File: src/rtl/pipeline_pkg.sv
// pipeline_pkg: operand-select and branch FSM encodings shared by the hazard unit and its users.
package pipeline_pkg;
  typedef enum logic [1:0] {IDLE = 2'd0, BR_E = 2'd1, BR_M = 2'd2, BR_W = 2'd3} br_state_e;
  localparam logic [1:0] FWD_RF = 2'b00;
  localparam logic [1:0] FWD_M  = 2'b10;
  localparam logic [1:0] FWD_W  = 2'b01;
endpackage

File: src/rtl/pipeline_hazard_unit_if.sv
// pipeline_hazard_unit_if: decode-stage instruction info in, pipeline hold/bubble/forward controls out.
interface pipeline_hazard_unit_if #(
  parameter int NUM_RD_PORTS = 2,
  parameter int REG_AW       = 4,
  parameter int CNT_W        = 16
);
  logic                           ISSUE_VALID_D;
  logic [NUM_RD_PORTS*REG_AW-1:0] RA_D;
  logic [NUM_RD_PORTS-1:0]        RA_USED_D;
  logic [REG_AW-1:0]              WA_D;
  logic                           REG_WRITE_D;
  logic                           MEM_TO_REG_D;
  logic                           PC_WRITE_D;
  logic                           STALL_F;
  logic                           STALL_D;
  logic                           FLUSH_D;
  logic                           FLUSH_E;
  logic [2*NUM_RD_PORTS-1:0]      FWD_SEL_E;
  logic                           BUSY;
  logic [CNT_W-1:0]               STALL_CNT;
  logic [CNT_W-1:0]               FLUSH_CNT;
  modport master (
    output ISSUE_VALID_D, RA_D, RA_USED_D, WA_D, REG_WRITE_D, MEM_TO_REG_D, PC_WRITE_D,
    input  STALL_F, STALL_D, FLUSH_D, FLUSH_E, FWD_SEL_E, BUSY, STALL_CNT, FLUSH_CNT
  );
  modport slave (
    input  ISSUE_VALID_D, RA_D, RA_USED_D, WA_D, REG_WRITE_D, MEM_TO_REG_D, PC_WRITE_D,
    output STALL_F, STALL_D, FLUSH_D, FLUSH_E, FWD_SEL_E, BUSY, STALL_CNT, FLUSH_CNT
  );
endinterface

File: src/rtl/pipeline_hazard_unit_sat_counter.sv
// sat_counter: event counter that sticks at all-ones instead of wrapping.
module sat_counter #(
  parameter int CNT_W = 16
) (
  input  logic             CLK,
  input  logic             RESET,
  input  logic             inc,
  output logic [CNT_W-1:0] cnt
);
  logic [CNT_W-1:0] cnt_q, cnt_d;
  assign cnt_d = (inc && !(&cnt_q)) ? cnt_q + CNT_W'(1) : cnt_q;
  always_ff @(posedge CLK or negedge RESET) begin
    if (!RESET) cnt_q <= '0;
    else        cnt_q <= cnt_d;
  end
  assign cnt = cnt_q;
endmodule

File: src/rtl/pipeline_hazard_unit.sv
// pipeline_hazard_unit: E/M/W scoreboard driving operand forwarding, load-use stalls
// and a branch FSM that holds fetch until the redirected PC is written back.
module pipeline_hazard_unit
  import pipeline_pkg::*;
#(
  parameter int NUM_RD_PORTS = 2,
  parameter int REG_AW       = 4,
  parameter int PC_REG       = 15,
  parameter int CNT_W        = 16
) (
  input logic                    CLK,
  input logic                    RESET,
  pipeline_hazard_unit_if.slave  hz
);
  localparam logic [REG_AW-1:0] PC_A = REG_AW'(PC_REG);
  typedef struct packed {
    logic                           valid;
    logic [REG_AW-1:0]              dest;
    logic                           rw;
    logic                           ld;
    logic [NUM_RD_PORTS*REG_AW-1:0] src;
    logic [NUM_RD_PORTS-1:0]        used;
  } e_ent_t;
  typedef struct packed {
    logic              valid;
    logic [REG_AW-1:0] dest;
    logic              rw;
  } wb_ent_t;
  e_ent_t                    e_q, e_d;
  wb_ent_t                   m_q, w_q;
  br_state_e                 state_q, state_d;
  logic                      hit, load_use, br_start, pc_pending, flush_e_br, flush_e, flush_d, stall_f;
  logic [2*NUM_RD_PORTS-1:0] fwd;
  always_comb begin
    hit = 1'b0;
    fwd = '0;
    for (int p = 0; p < NUM_RD_PORTS; p++) begin
      hit = hit | (hz.RA_USED_D[p] && hz.RA_D[p*REG_AW +: REG_AW] == e_q.dest);
      fwd[2*p +: 2] =
        (e_q.used[p] && e_q.src[p*REG_AW +: REG_AW] != PC_A && m_q.valid && m_q.rw &&
         m_q.dest == e_q.src[p*REG_AW +: REG_AW]) ? FWD_M :
        (e_q.used[p] && e_q.src[p*REG_AW +: REG_AW] != PC_A && w_q.valid && w_q.rw &&
         w_q.dest == e_q.src[p*REG_AW +: REG_AW]) ? FWD_W : FWD_RF;
    end
  end
  assign load_use   = hz.ISSUE_VALID_D && e_q.valid && e_q.ld && e_q.rw && hit;
  assign br_start   = state_q == IDLE && hz.ISSUE_VALID_D && hz.PC_WRITE_D && !load_use;
  assign pc_pending = br_start || state_q == BR_E || state_q == BR_M;
  // Branches resolve in W, so the branch itself is never squashed out of E.
  assign flush_e_br = 1'b0;
  assign flush_e    = load_use || flush_e_br;
  assign flush_d    = pc_pending || state_q == BR_W;
  assign stall_f    = pc_pending || load_use;
  always_comb begin
    state_d = state_q == IDLE ? (br_start ? BR_E : IDLE) :
              state_q == BR_E ? BR_M :
              state_q == BR_M ? BR_W : IDLE;
    e_d = flush_e ? '0 : '{valid: hz.ISSUE_VALID_D, dest: hz.WA_D, rw: hz.REG_WRITE_D,
                           ld: hz.MEM_TO_REG_D, src: hz.RA_D, used: hz.RA_USED_D};
  end
  always_ff @(posedge CLK or negedge RESET) begin
    if (!RESET) begin
      state_q <= IDLE;
      e_q     <= '0;
      m_q     <= '0;
      w_q     <= '0;
    end else begin
      state_q <= state_d;
      e_q     <= e_d;
      m_q     <= '{valid: e_q.valid, dest: e_q.dest, rw: e_q.rw};
      w_q     <= m_q;
    end
  end
  assign hz.STALL_F   = RESET && stall_f;
  assign hz.STALL_D   = RESET && load_use;
  assign hz.FLUSH_D   = RESET && flush_d;
  assign hz.FLUSH_E   = RESET && flush_e;
  assign hz.FWD_SEL_E = RESET ? fwd : '0;
  assign hz.BUSY      = RESET && state_q != IDLE;
  sat_counter #(.CNT_W(CNT_W)) u_stall_cnt (.CLK(CLK), .RESET(RESET), .inc(load_use), .cnt(hz.STALL_CNT));
  sat_counter #(.CNT_W(CNT_W)) u_flush_cnt (.CLK(CLK), .RESET(RESET), .inc(flush_d), .cnt(hz.FLUSH_CNT));
endmodule

File: src/flat_wrapper.sv
// flat-port wrapper written by rule: the top's interface ports become plain ports
module pipeline_hazard_unit_flat import pipeline_pkg::*;
#(
  parameter int NUM_RD_PORTS = 2,
  parameter int REG_AW       = 4,
  parameter int PC_REG       = 15,
  parameter int CNT_W        = 16
)
  (CLK, RESET, hz_ISSUE_VALID_D, hz_RA_D, hz_RA_USED_D, hz_WA_D, hz_REG_WRITE_D, hz_MEM_TO_REG_D, hz_PC_WRITE_D, hz_STALL_F, hz_STALL_D, hz_FLUSH_D, hz_FLUSH_E, hz_FWD_SEL_E, hz_BUSY, hz_STALL_CNT, hz_FLUSH_CNT);
  pipeline_hazard_unit_if #(.NUM_RD_PORTS(NUM_RD_PORTS), .REG_AW(REG_AW), .CNT_W(CNT_W)) hz_i ();
  input logic CLK;
  input logic RESET;
  input wire logic [$bits(hz_i.ISSUE_VALID_D)-1:0] hz_ISSUE_VALID_D;
  input wire logic [$bits(hz_i.RA_D)-1:0] hz_RA_D;
  input wire logic [$bits(hz_i.RA_USED_D)-1:0] hz_RA_USED_D;
  input wire logic [$bits(hz_i.WA_D)-1:0] hz_WA_D;
  input wire logic [$bits(hz_i.REG_WRITE_D)-1:0] hz_REG_WRITE_D;
  input wire logic [$bits(hz_i.MEM_TO_REG_D)-1:0] hz_MEM_TO_REG_D;
  input wire logic [$bits(hz_i.PC_WRITE_D)-1:0] hz_PC_WRITE_D;
  output wire logic [$bits(hz_i.STALL_F)-1:0] hz_STALL_F;
  output wire logic [$bits(hz_i.STALL_D)-1:0] hz_STALL_D;
  output wire logic [$bits(hz_i.FLUSH_D)-1:0] hz_FLUSH_D;
  output wire logic [$bits(hz_i.FLUSH_E)-1:0] hz_FLUSH_E;
  output wire logic [$bits(hz_i.FWD_SEL_E)-1:0] hz_FWD_SEL_E;
  output wire logic [$bits(hz_i.BUSY)-1:0] hz_BUSY;
  output wire logic [$bits(hz_i.STALL_CNT)-1:0] hz_STALL_CNT;
  output wire logic [$bits(hz_i.FLUSH_CNT)-1:0] hz_FLUSH_CNT;
  assign hz_i.ISSUE_VALID_D = hz_ISSUE_VALID_D;
  assign hz_i.RA_D = hz_RA_D;
  assign hz_i.RA_USED_D = hz_RA_USED_D;
  assign hz_i.WA_D = hz_WA_D;
  assign hz_i.REG_WRITE_D = hz_REG_WRITE_D;
  assign hz_i.MEM_TO_REG_D = hz_MEM_TO_REG_D;
  assign hz_i.PC_WRITE_D = hz_PC_WRITE_D;
  assign hz_STALL_F = hz_i.STALL_F;
  assign hz_STALL_D = hz_i.STALL_D;
  assign hz_FLUSH_D = hz_i.FLUSH_D;
  assign hz_FLUSH_E = hz_i.FLUSH_E;
  assign hz_FWD_SEL_E = hz_i.FWD_SEL_E;
  assign hz_BUSY = hz_i.BUSY;
  assign hz_STALL_CNT = hz_i.STALL_CNT;
  assign hz_FLUSH_CNT = hz_i.FLUSH_CNT;
  pipeline_hazard_unit #(.NUM_RD_PORTS(NUM_RD_PORTS), .REG_AW(REG_AW), .PC_REG(PC_REG), .CNT_W(CNT_W)) u_core (.CLK(CLK), .RESET(RESET), .hz(hz_i));
endmodule
File: config.mk
export PLATFORM = sky130hd
export DESIGN_NAME = pipeline_hazard_unit_flat
export DESIGN_NICKNAME = d
export VERILOG_FILES = /design/src/rtl/pipeline_pkg.sv /design/src/rtl/pipeline_hazard_unit_if.sv /design/src/rtl/pipeline_hazard_unit_sat_counter.sv /design/src/rtl/pipeline_hazard_unit.sv /design/src/flat_wrapper.sv
export SDC_FILE = /design/constraint.sdc
export NUM_CORES = 1
export LEC_CHECK = 0
export ABC_AREA = 0
export BUFFER_PORTS_ARGS = -buffer_cell sky130_fd_sc_hd__buf_2
export CAP_MARGIN = 5
export CORE_ASPECT_RATIO = 1.75
export CORE_MARGIN = 2
export CORE_UTILIZATION = 50
export CTS_BUF_LIST = sky130_fd_sc_hd__clkbuf_4
export DETAILED_ROUTE_END_ITERATION = 12
export HOLD_SLACK_MARGIN = 0.15
export PLACE_DENSITY = 0.73
export SLEW_MARGIN = 20
export SYNTH_ARGS = -nofsm -noshare
export SYNTH_HDL_FRONTEND = slang
export SYNTH_HIERARCHICAL = 1
export SYNTH_SLANG_ARGS = --single-unit
File: constraint.sdc
create_clock -name CLK -period 3.1 [get_ports CLK]
set_input_delay 0.62 -clock CLK [delete_from_list [all_inputs] [get_ports CLK]]
set_output_delay 0.62 -clock CLK [all_outputs]
set_load 0.05 [all_outputs]
Word-level counts from Yosys, hierarchy flattened:

Cells that the tools add are included.

* bits in registers: 63
* bits of input ports: 20
* output and inout port bits: 41
* logic and storage cells: 79

* add/sub/neg operators: 2
* equal/unequal tests: 11
* muxes and demuxes: 10
* bitwise gates (word level): 1
* reduce and logical (&&, ||, !) cells: 40

Operator list (count)
* 16-bit by 1-bit adder with 16-bit output (second input constant): 2
* 16-bit AND reduction: 2
* 1-bit logical AND: 29
* 4-bit == test: 6
* 17-bit two-way mux: 1
* 2-bit two-way mux: 5
* 4-bit != test (second input constant): 2
* 2-bit == test (second input constant): 2
* 1-bit logical OR: 4
* 4-bit two-way mux: 1
* 1-bit logical NOT: 3
* 1-bit two-way mux: 3
* 2-bit by 1-bit == test with 1-bit output (second input constant): 1
* 2-bit logical NOT: 1
* 2-bit nonzero test: 1
* 1-bit OR: 1

Longest topological paths before layout:

Gate-level depths: netlist of run 1.

* depth after elaboration: 10
* depth in mapped cells: 10
* gate-level depth less buffers: 8

Cells and area by module:

Netlist of run 1, hierarchy kept.

Modules (own cells, without submodules)
* sat_counter: times used 2, cells an instance 75, area an instance 840.8 um^2
* pipeline_hazard_unit: times used 1, cells an instance 123, area an instance 1471.4 um^2

Worst setup path before layout of run 1:

Ideal clock, no wire load.

* kind: input -> output
* start point: input port RESET
* end point: output port hz_FWD_SEL_E[1]
* data arrival time: 2.242 ns
* required time: 2.480 ns
* path slack: 0.238 ns
* stages: 2
* cell sequence: inv_1 -> nor4_1

* cells in the longest elaborated chain, start to end: 1

Ends and longest elaborated chain
* start, declared: line flat_wrapper.sv:12 `input logic RESET;`
* 4-bit two-way mux: line pipeline_hazard_unit.sv:78 `assign hz.FWD_SEL_E = RESET ? fwd : '0;`
* end, declared: line flat_wrapper.sv:24 `output wire logic [$bits(hz_i.FWD_SEL_E)-1:0] hz_FWD_SEL_E;`

No other way between the ends.

Final worst setup path of run 1:

* start point: register u_core/e_q[15] (netlist name)
* end point: output port hz_STALL_D

* cells in the longest elaborated chain, start to end: 5
* elaborated cells on any way between the ends: 7

Ends and longest elaborated chain
* start, declared: line pipeline_hazard_unit.sv:29 `e_ent_t e_q, e_d;`
* start signal, assigned: line pipeline_hazard_unit.sv:64 `e_q <= '0;`
* start signal, assigned: line pipeline_hazard_unit.sv:69 `e_q <= e_d;`
* 4-bit == test: line pipeline_hazard_unit.sv:38 `hit = hit | (hz.RA_USED_D[p] && hz.RA_D[p*REG_AW +: REG_AW] == e_q.dest);`
* 1-bit logical AND: line pipeline_hazard_unit.sv:38
* 1-bit OR *: line pipeline_hazard_unit.sv:38
* 1-bit logical AND *: line pipeline_hazard_unit.sv:46 `assign load_use = hz.ISSUE_VALID_D && e_q.valid && e_q.ld && e_q.rw && hit;`
* 1-bit logical AND *: line pipeline_hazard_unit.sv:75 `assign hz.STALL_D = RESET && load_use;`
* end, declared: line flat_wrapper.sv:21 `output wire logic [$bits(hz_i.STALL_D)-1:0] hz_STALL_D;`

Every way passes the cells marked *; elsewhere a longest branch is shown, timed or not.

==> results.json, run 1 <==
{
  "final.setup.tns_ps": 0,
  "antenna_cells": 0,
  "ir_drop_mv": 0.2838,
  "worst_setup_path_start_kind": "flop",
  "fmax_mhz": 341.1,
  "overflow": 0,
  "whs_ps": 384.9,
  "syn-cell-area_um2": 3153,
  "die_y_um": 109.1,
  "start_util": 0.5141,
  "path_class": "flop to output pin",
  "worstMarginPinSlew_ps": 757.3,
  "min_period_over_period": 0.9456,
  "numPortBuffers": 60,
  "final_common_cell": "dfrtp_1",
  "max_stage_delay_ps": 440,
  "path_buf_inv": 2,
  "cts_buffers": 9,
  "hold_path_class": "flop to flop",
  "setup_viol": 0,
  "die_x_um": 64.03,
  "place_congestion": 0.7840,
  "cts_tree": "done",
  "ctsResizeCount": 0,
  "hpwl_um": 4786,
  "syn_inst": 273,
  "postRouteWirelength_um": 6416,
  "netlist-cell-type-count": 36,
  "clkTransAtPathRegs_ps": 100,
  "met3_usage": 0.04128,
  "endpoint_kind": "output pin",
  "via_count": 2257,
  "grtUsageTotal": 0.2007,
  "slowest_stage": "dfrtp_1",
  "multiInputGateArea_um2": 1489,
  "worstPathRequired_ps": 2480,
  "fill_cells": 539,
  "drtIter0Drc": 114,
  "first_pass_iters": 4,
  "hold_viol": 0,
  "h-tree-depth": 3,
  "rsz0062_at_grt": "false",
  "cp_max_fo": 9,
  "final_layout_size_suffix_gt1_frac": 0.3084,
  "critical-path-top-delay-family": "simple AND/OR/NAND/NOR gates",
  "cp.arrival_ps": 2310,
  "cts-root-buf": "clkbuf_4",
  "status": "completed",
  "clock_latency_ps": 430,
  "period_minus_slack_ps": 2931,
  "detail-route-antenna-nets": 0,
  "drcViolationCount": 0,
  "core-area_um2": 6133,
  "maxSlewHeadroom": 0.4952,
  "synth-seq-cells": 63,
  "fin_skew_ps": 15.53,
  "cts_sinks": 63,
  "fin_nets": 368,
  "power.density_nw_per_um2": 601.5,
  "cp_cell_sequence": "xor2_1, nor4_1, and3_1, buf_4, o21a_1, buf_2",
  "clockBufferDepth": 2,
  "dieArea_um2": 6982,
  "final_cell_mix": "dfrtp_1 (63), buf_2 (60), xnor2_1 (24)",
  "antenna_found_initial": 0,
  "cap_violations": 0,
  "busiest_layer": "met2",
  "grt_util_met2": 0.3661,
  "wl_per_cell_um": 15.03,
  "ys_warn_count": 6,
  "area_growth_pct": 16.71,
  "grt_max_degree": 62,
  "p_leak_nw": 1.820,
  "yosysSeqAreaShare": 0.5000,
  "syn_area_per_cell_um2": 11.55,
  "syn-num-nets": 299,
  "grt_pass1_wl_um": 10430,
  "fin_ws_ps": 168.6,
  "place_ws_ps": 252.6,
  "regArea_um2": 1577,
  "slew_violations": 0,
  "grtUsageMet1": 0.2132,
  "io-pin-count": 61,
  "fp-row-count": 38,
  "viasPerCell": 5.286,
  "grt_pass1_vias": 2282
}
## kinds of logic after synthesis
family,Yosys count,synth area share
xor+xnor,46,0.1278
flops,63,0.5000
mux,8,0.02857
fa+ha+maj,6,0.02381
compound gates,13,0.03135
buf+inv,14,0.02778
simple gates,123,0.2607
## power by group
group / internal (W) / leakage [nW] / total, W / switching, W
logic: 0.000212 / 0.946 / 0.000656 / 0.000443
registers: 0.000907 / 0.795 / 0.00102 / 0.000109
clock network: 0.000258 / 0.0780 / 0.000541 / 0.000284
## metal layers
metal | vias up | wire [µm]
met5 | - | 0
met4 | 0 | 149
met3 | 10 | 206
met2 | 39 | 3619
met1 | 1094 | 2440
li1 | 1114 | -
## final timing paths
| kind | cells after the start | slack [ps] | from | end |
|---|---|---|---|---|
| worst max-delay path | 6 | 170 | u_core/e_q[15]$_DFF_PN0_ | hz_STALL_D |
| worst min-delay path | 0 | 380 | u_core/e_q[16]$_DFF_PN0_ | u_core/m_q[5]$_DFF_PN0_ |
| worst max register to register | 8 | 540 | u_core/e_q[15]$_DFF_PN0_ | u_core/u_stall_cnt/cnt[15]$_DFFE_PN0P_ |
| worst min register to register | 0 | 380 | u_core/e_q[16]$_DFF_PN0_ | u_core/m_q[5]$_DFF_PN0_ |
| max in group asynchronous | 3 | 1560 | RESET | u_core/u_stall_cnt/cnt[14]$_DFFE_PN0P_ |
| min in group asynchronous | 2 | 560 | RESET | u_core/state_q[0]$_DFF_PN0_ |
## through the flow
stage | utilization | cell area (µm²) | total power [W] | std cells
detailed placement | 0.5769 | 3538 | 0.001698 | 410
finish | 0.6000 | 3680 | 0.002213 | 427
global route | 0.6000 | 3680 | 0.002343 | 427
CTS | 0.6000 | 3680 | 0.002243 | 427
floorplan | - | 3153 | 0.001513 | 273
global placement | 0.5769 | 3538 | 0.001678 | 410
## flip-flops by register name, summed over array words and instances, names as in the netlist
| name | cells |
|---|---|
| u_core/state_q | 2 |
| u_core/u_flush_cnt/cnt | 16 |
| u_core/e_q | 17 |
| u_core/u_stall_cnt/cnt | 16 |
| u_core/w_q | 6 |
| u_core/m_q | 6 |
## cells in the mapped netlist, drive strengths merged
cell | instances | area share
buf | 8 | 0.021
and3 | 3 | 0.0067
nor2 | 16 | 0.019
xor2 | 22 | 0.061
o21a | 1 | 0.0024
o211ai | 2 | 0.0048
inv | 6 | 0.0071
nor3b | 19 | 0.050
a21oi | 2 | 0.0032
o31ai | 1 | 0.0040
nand2 | 13 | 0.015
nor4 | 11 | 0.039
xnor2 | 24 | 0.067
nand4 | 17 | 0.051
nand3 | 18 | 0.029
nor3 | 13 | 0.021
mux2 | 8 | 0.029
ha | 6 | 0.024
and4 | 5 | 0.014
dfrtp | 63 | 0.50
nand2b | 5 | 0.0099
or2 | 3 | 0.0060
o41ai | 1 | 0.0052
o21ai | 4 | 0.0063
o32ai | 1 | 0.0028
o31a | 1 | 0.0028
## layout make-up
type                            instances  share of cell area
Clock buffer                           11             0.02244
Clock inverter                          5             0.01326
Inverter                                6            0.006120
Multi-Input combinational cell        196              0.4046
Sequential cell                        63              0.4284
Tap cell                               80             0.02720
Timing Repair Buffer                   66             0.09793
## worst reg2reg max path: stages, from the launching register on
cell,delay (ps)
dfrtp_1,440
xor2_1,180
nor4_1,260
and3_1,420
or2_1,280
and3_2,210
nand3_1,230
nor4_2,310
xor2_1,170
## timing repair
action / in CTS / in global routing
hold buffers: 1 / 0
setup buffers: 0 / 0
hold endpoints to repair: 2 / 0
No activity file was read; power rests on OpenSTA's default activity.
==> inputs of run 2 (changes only) <==
==> constraint.sdc (replaced) <==
create_clock -name CLK -period 3.1 [get_ports CLK]
set_input_delay 0.31 -clock CLK [delete_from_list [all_inputs] [get_ports CLK]]
set_output_delay 0.31 -clock CLK [all_outputs]
set_load 0.05 [all_outputs]
==> run 2 against run 1 <==
Against the previous run: sequential cell count stayed put; cell count is 1.4% higher; clock skew is 2.5 ps lower; die area stayed put; utilization is 1.2 points higher; first-iteration DRC count is 7.0% higher; critical endpoint is now hz_FLUSH_D.
==> results.json, run 2 (same netlist as run 1, synthesis figures left out) <==
{
  "cts_tree": "done",
  "postRouteWirelength_um": 6374,
  "h-tree-depth": 3,
  "fp-row-count": 38,
  "die_x_um": 64.03,
  "status": "completed",
  "worst_setup_path_start_kind": "input port",
  "numPortBuffers": 60,
  "whs_ps": 179.8,
  "cp_max_fo": 19,
  "area_growth_pct": 18.97,
  "largest_reg_flops": 17,
  "critical-path-top-delay-family": "buffers and inverters",
  "crit_top_cell": "buf_2",
  "final_common_cell": "dfrtp_1",
  "place_congestion": 0.7555,
  "fin_skew_ps": 13.01,
  "start_util": 0.5141,
  "slew_violations": 0,
  "drcViolationCount": 0,
  "first_pass_iters": 6,
  "worstPathRequired_ps": 2790,
  "cts_sinks": 63,
  "regArea_um2": 1577,
  "fin_nets": 374,
  "path_class": "input port to output pin",
  "final.setup.tns_ps": 0,
  "grt_max_degree": 50,
  "worstMarginPinSlew_ps": 595.0,
  "clock_latency_ps": 410,
  "hpwl_um": 4780,
  "clkTransAtPathRegs_ps": 100,
  "antenna_found_initial": 0,
  "antenna_cells": 0,
  "maxSlewHeadroom": 0.6033,
  "io-pin-count": 61,
  "grt_pass1_vias": 2279,
  "final_layout_size_suffix_gt1_frac": 0.2890,
  "setup_viol": 0,
  "die_y_um": 109.1,
  "ir_drop_mv": 0.3536,
  "ctsResizeCount": 0,
  "power.density_nw_per_um2": 610.8,
  "final_cell_mix": "dfrtp_1 (63), buf_2 (60), xnor2_1 (24)",
  "grt_pass1_wl_um": 10650,
  "detail-route-antenna-nets": 0,
  "overflow": 0,
  "cp.arrival_ps": 2410,
  "wl_per_cell_um": 14.72,
  "max_stage_delay_ps": 530,
  "cap_violations": 0,
  "rsz0062_at_grt": "false",
  "cts-root-buf": "clkbuf_4",
  "path_buf_inv": 4,
  "endpoint_kind": "output pin",
  "grtUsageTotal": 0.2043,
  "hold_viol": 0,
  "fill_cells": 524,
  "core-area_um2": 6133,
  "period_minus_slack_ps": 2722,
  "drtIter0Drc": 122,
  "hold_path_class": "input port to flop",
  "clockBufferDepth": 2,
  "multiInputGateArea_um2": 1489,
  "via_count": 2282,
  "min_period_over_period": 0.8782,
  "viasPerCell": 5.270,
  "fmax_mhz": 367.3,
  "cts_buffers": 9,
  "cp_cell_sequence": "dlygate4sd3_1, buf_2, xor2_1, nor4_1, and3_1, buf_4, o41ai_2, buf_2",
  "max_flop_register": "u_core/e_q",
  "dieArea_um2": 6982,
  "p_leak_nw": 1.842,
  "slowest_stage": "dlygate4sd3_1"
}
run 2: cell count changes in the layout (fill, tap and decap cells not counted), sizes merged:
cell	before	now
buf	65	63
bufinv	1	2
dlygate4sd3	1	9
clkbuf	11	10
run 2: where the power goes:
part / switching [W] / leakage [nW] / internal [W] / total (W)
combinational: 0.000444 / 0.966 / 0.000218 / 0.000662
clock: 0.000286 / 0.0805 / 0.000326 / 0.000612
sequential: 0.000110 / 0.795 / 0.000907 / 0.00102
total: 0.000840 / 1.84 / 0.00145 / 0.00229
run 2: area by class of cell:
cell class / count / area share
Clock buffer: 10 / 0.02001
Clock inverter: 6 / 0.02001
Inverter: 6 / 0.006004
Multi-Input combinational cell: 196 / 0.3969
Sequential cell: 63 / 0.4203
Tap cell: 80 / 0.02668
Timing Repair Buffer: 72 / 0.1101
run 2: worst paths after layout:
kind,cells past startpoint,end,startpoint,slack [ps]
setup reg to reg,8,u_core/u_flush_cnt/cnt[15]$_DFFE_PN0P_,u_core/e_q[12]$_DFF_PN0_,620
hold reg to reg,0,u_core/m_q[5]$_DFF_PN0_,u_core/e_q[16]$_DFF_PN0_,370
max in group asynchronous,3,u_core/m_q[4]$_DFF_PN0_,RESET,1770
setup / recovery,8,hz_FLUSH_D,hz_RA_D[4],380
hold / removal,2,u_core/e_q[7]$_DFF_PN0_,hz_RA_D[5],180
min in group asynchronous,2,u_core/u_stall_cnt/cnt[7]$_DFFE_PN0P_,RESET,370
run 2: what timing repair did:
| action | CTS | global route |
|---|---|---|
| setup buffers | 0 | 0 |
| hold buffers | 9 | 0 |
| hold endpoints to repair | 22 | 0 |
run 2: per-layer routing:
metal / track usage / wire (µm) / vias to the layer above
met4: 0.09006 / 119 / 0
met2: 0.3705 / 3577 / 43
met1: 0.2195 / 2436 / 1114
met3: 0.05366 / 242 / 10
li1: - / - / 1115
met5: 0 / 0 / -
run 2: through the flow:
stage | total power [W] | cell area, µm² | worst slack [ps] | cells | utilization
finish | 0.002291 | 3751 | 377.6 | 433 | 0.6116
global route | 0.002420 | 3751 | 260.5 | 433 | 0.6116
CTS | 0.002319 | 3751 | 353.7 | 433 | 0.6116
detailed placement | 0.001697 | 3511 | 611.7 | 408 | 0.5724
global placement | 0.001676 | 3511 | 701.3 | 408 | 0.5724
floorplan | 0.001513 | 3153 | 594.9 | 273 | -
==> inputs of run 3 (changes only) <==
SETUP_SLACK_MARGIN = 0.5   (was unset)
==> run 3 against run 2 <==
Against the previous run: count of clock-buffer cells in the layout stayed put; critical path type is now flop to output pin; critical path depth is 2 lower; clock power hardly changed.
==> results.json, run 3 (same netlist as run 1, synthesis figures left out) <==
{
  "status": "completed",
  "place_ws_ps": 611.7,
  "grt_pass1_wl_um": 10700,
  "core-area_um2": 6133,
  "timing.rr.start": "u_core/e_q[12]$_DFF_PN0_",
  "worstMarginPinSlew_ps": 592.9,
  "setup_viol": 0,
  "placed_cells": 408,
  "max_flop_register": "u_core/e_q",
  "whs_ps": 176.9,
  "numPortBuffers": 60,
  "hpwl_um": 4780,
  "cp.arrival_ps": 2210,
  "min_to": "u_core/e_q[7]$_DFF_PN0_",
  "cp_max_fo": 19,
  "final.setup.tns_ps": 0,
  "cap_violations": 0,
  "start_util": 0.5141,
  "antenna_found_initial": 0,
  "h-tree-depth": 3,
  "slew_violations": 0,
  "endpoint_kind": "output pin",
  "whs_path_depth": 2,
  "clkTransAtPathRegs_ps": 100,
  "hold_viol": 0,
  "final_cell_mix": "dfrtp_1 (63), buf_2 (56), xnor2_1 (24)",
  "drcViolationCount": 0,
  "clockBufferDepth": 2,
  "ir_drop_mv": 0.3537,
  "fill_cells": 515,
  "rsz0062_at_grt": "true",
  "min_from": "hz_RA_D[5]",
  "io-pin-count": 61,
  "wl_per_cell_um": 14.73,
  "regArea_um2": 1577,
  "cts-root-buf": "clkbuf_4",
  "clock_latency_ps": 410,
  "r2r_cells": 8,
  "antenna_cells": 0,
  "power.density_nw_per_um2": 609.8,
  "grt_pass1_vias": 2297,
  "fmax_mhz": 396.9,
  "grt_max_degree": 50,
  "first_pass_iters": 6,
  "cts_tree": "done",
  "multiInputGateArea_um2": 1506,
  "postRouteWirelength_um": 6393,
  "fin_nets": 375,
  "detail-route-antenna-nets": 0,
  "drtIter0Drc": 96,
  "fin_ws_ps": 580.4,
  "fin_skew_ps": 13.35,
  "layout.cells.non_filler": 434,
  "fp-row-count": 38,
  "p_leak_nw": 1.849,
  "hold_path_class": "input port to flop",
  "r2r_slack_ps": 700,
  "min_period_over_period": 0.8128,
  "cts_sinks": 63,
  "overflow": 0,
  "largest_reg_flops": 17,
  "path_class": "flop to output pin",
  "die_x_um": 64.03,
  "area_growth_pct": 20.20,
  "dieArea_um2": 6982,
  "worst_setup_path_start_kind": "flop",
  "maxSlewHeadroom": 0.6047,
  "place_congestion": 0.7555,
  "die_y_um": 109.1,
  "cts_buffers": 9,
  "final_layout_size_suffix_gt1_frac": 0.2966,
  "via_count": 2280,
  "worstPathRequired_ps": 2790,
  "viasPerCell": 5.253,
  "final_common_cell": "dfrtp_1",
  "period_minus_slack_ps": 2520,
  "grtUsageTotal": 0.2054,
  "r2r_end": "u_core/u_stall_cnt/cnt[15]$_DFFE_PN0P_"
}
run 3: cell count changes in the layout (fill, tap and decap cells not counted), sizes merged:
| cell | before | now |
|---|---|---|
| clkbuf | 10 | 13 |
| buf | 63 | 61 |
run 3: final cells by class:
type	count	share of cell area
Tap cell	80	0.02641
Multi-Input combinational cell	196	0.3975
Sequential cell	63	0.4160
Timing Repair Buffer	73	0.1146
Inverter	6	0.005943
Clock inverter	6	0.01981
Clock buffer	10	0.01981
run 3: worst max-delay path by stage:
stage / start / end / slack [ps] / cells past startpoint
final: u_core/e_q[12]$_DFF_PN0_ / hz_FLUSH_D / 580 / 6
after global routing: u_core/e_q[12]$_DFF_PN0_ / hz_STALL_D / 460 / 6
after CTS: u_core/e_q[12]$_DFF_PN0_ / hz_FLUSH_D / 490 / 6
after detailed placement: u_core/e_q[12]$_DFF_PN0_ / u_core/u_flush_cnt/cnt[15]$_DFFE_PN0P_ / 610 / 8
after global placement: hz_RA_D[4] / u_core/u_flush_cnt/cnt[15]$_DFFE_PN0P_ / 700 / 9
after floorplan: u_core/e_q[3]$_DFF_PN0_ / hz_FWD_SEL_E[0] / 590 / 4
run 3: what timing repair did:
action                     in CTS  in global routing
gates resized for setup         2                  7
hold endpoints to repair       22                  0
cloned                          0                  0
setup buffers                   0                  1
hold buffers                    9                  0
setup endpoints to repair       4                  9
pin swaps                       0                  1
run 3: metrics by stage:
step                power (W)  cell area [µm²]    util
floorplan            0.001513             3153       -
global placement     0.001676             3511  0.5724
detailed placement   0.001697             3511  0.5724
CTS                  0.002323             3755  0.6122
global route         0.002437             3790  0.6179
finish               0.002311             3790  0.6179
run 3: worst max-delay path: stages (launching register included):
cell and delay, ps:
dfrtp_1 430, xor2_1 230, nor4_1 80, and3_2 230
buf_6 180, o41ai_2 390, buf_4 270
run 3: power by group:
part / total [W] / switching [W] / internal [W]
Clock: 0.000613 / 0.000287 / 0.000326
Combinational: 0.000680 / 0.000449 / 0.000231
Sequential: 0.00102 / 0.000111 / 0.000907
Total: 0.00231 / 0.000847 / 0.00146
run 3: metal layers:
metal | vias to the layer above | global-route usage | share of wire
met4 | 0 | 0.09783 | 0.023
met3 | 12 | 0.05366 | 0.039
met5 | - | 0 | 0
li1 | 1118 | - | -
met2 | 47 | 0.3705 | 0.56
met1 | 1103 | 0.2195 | 0.38
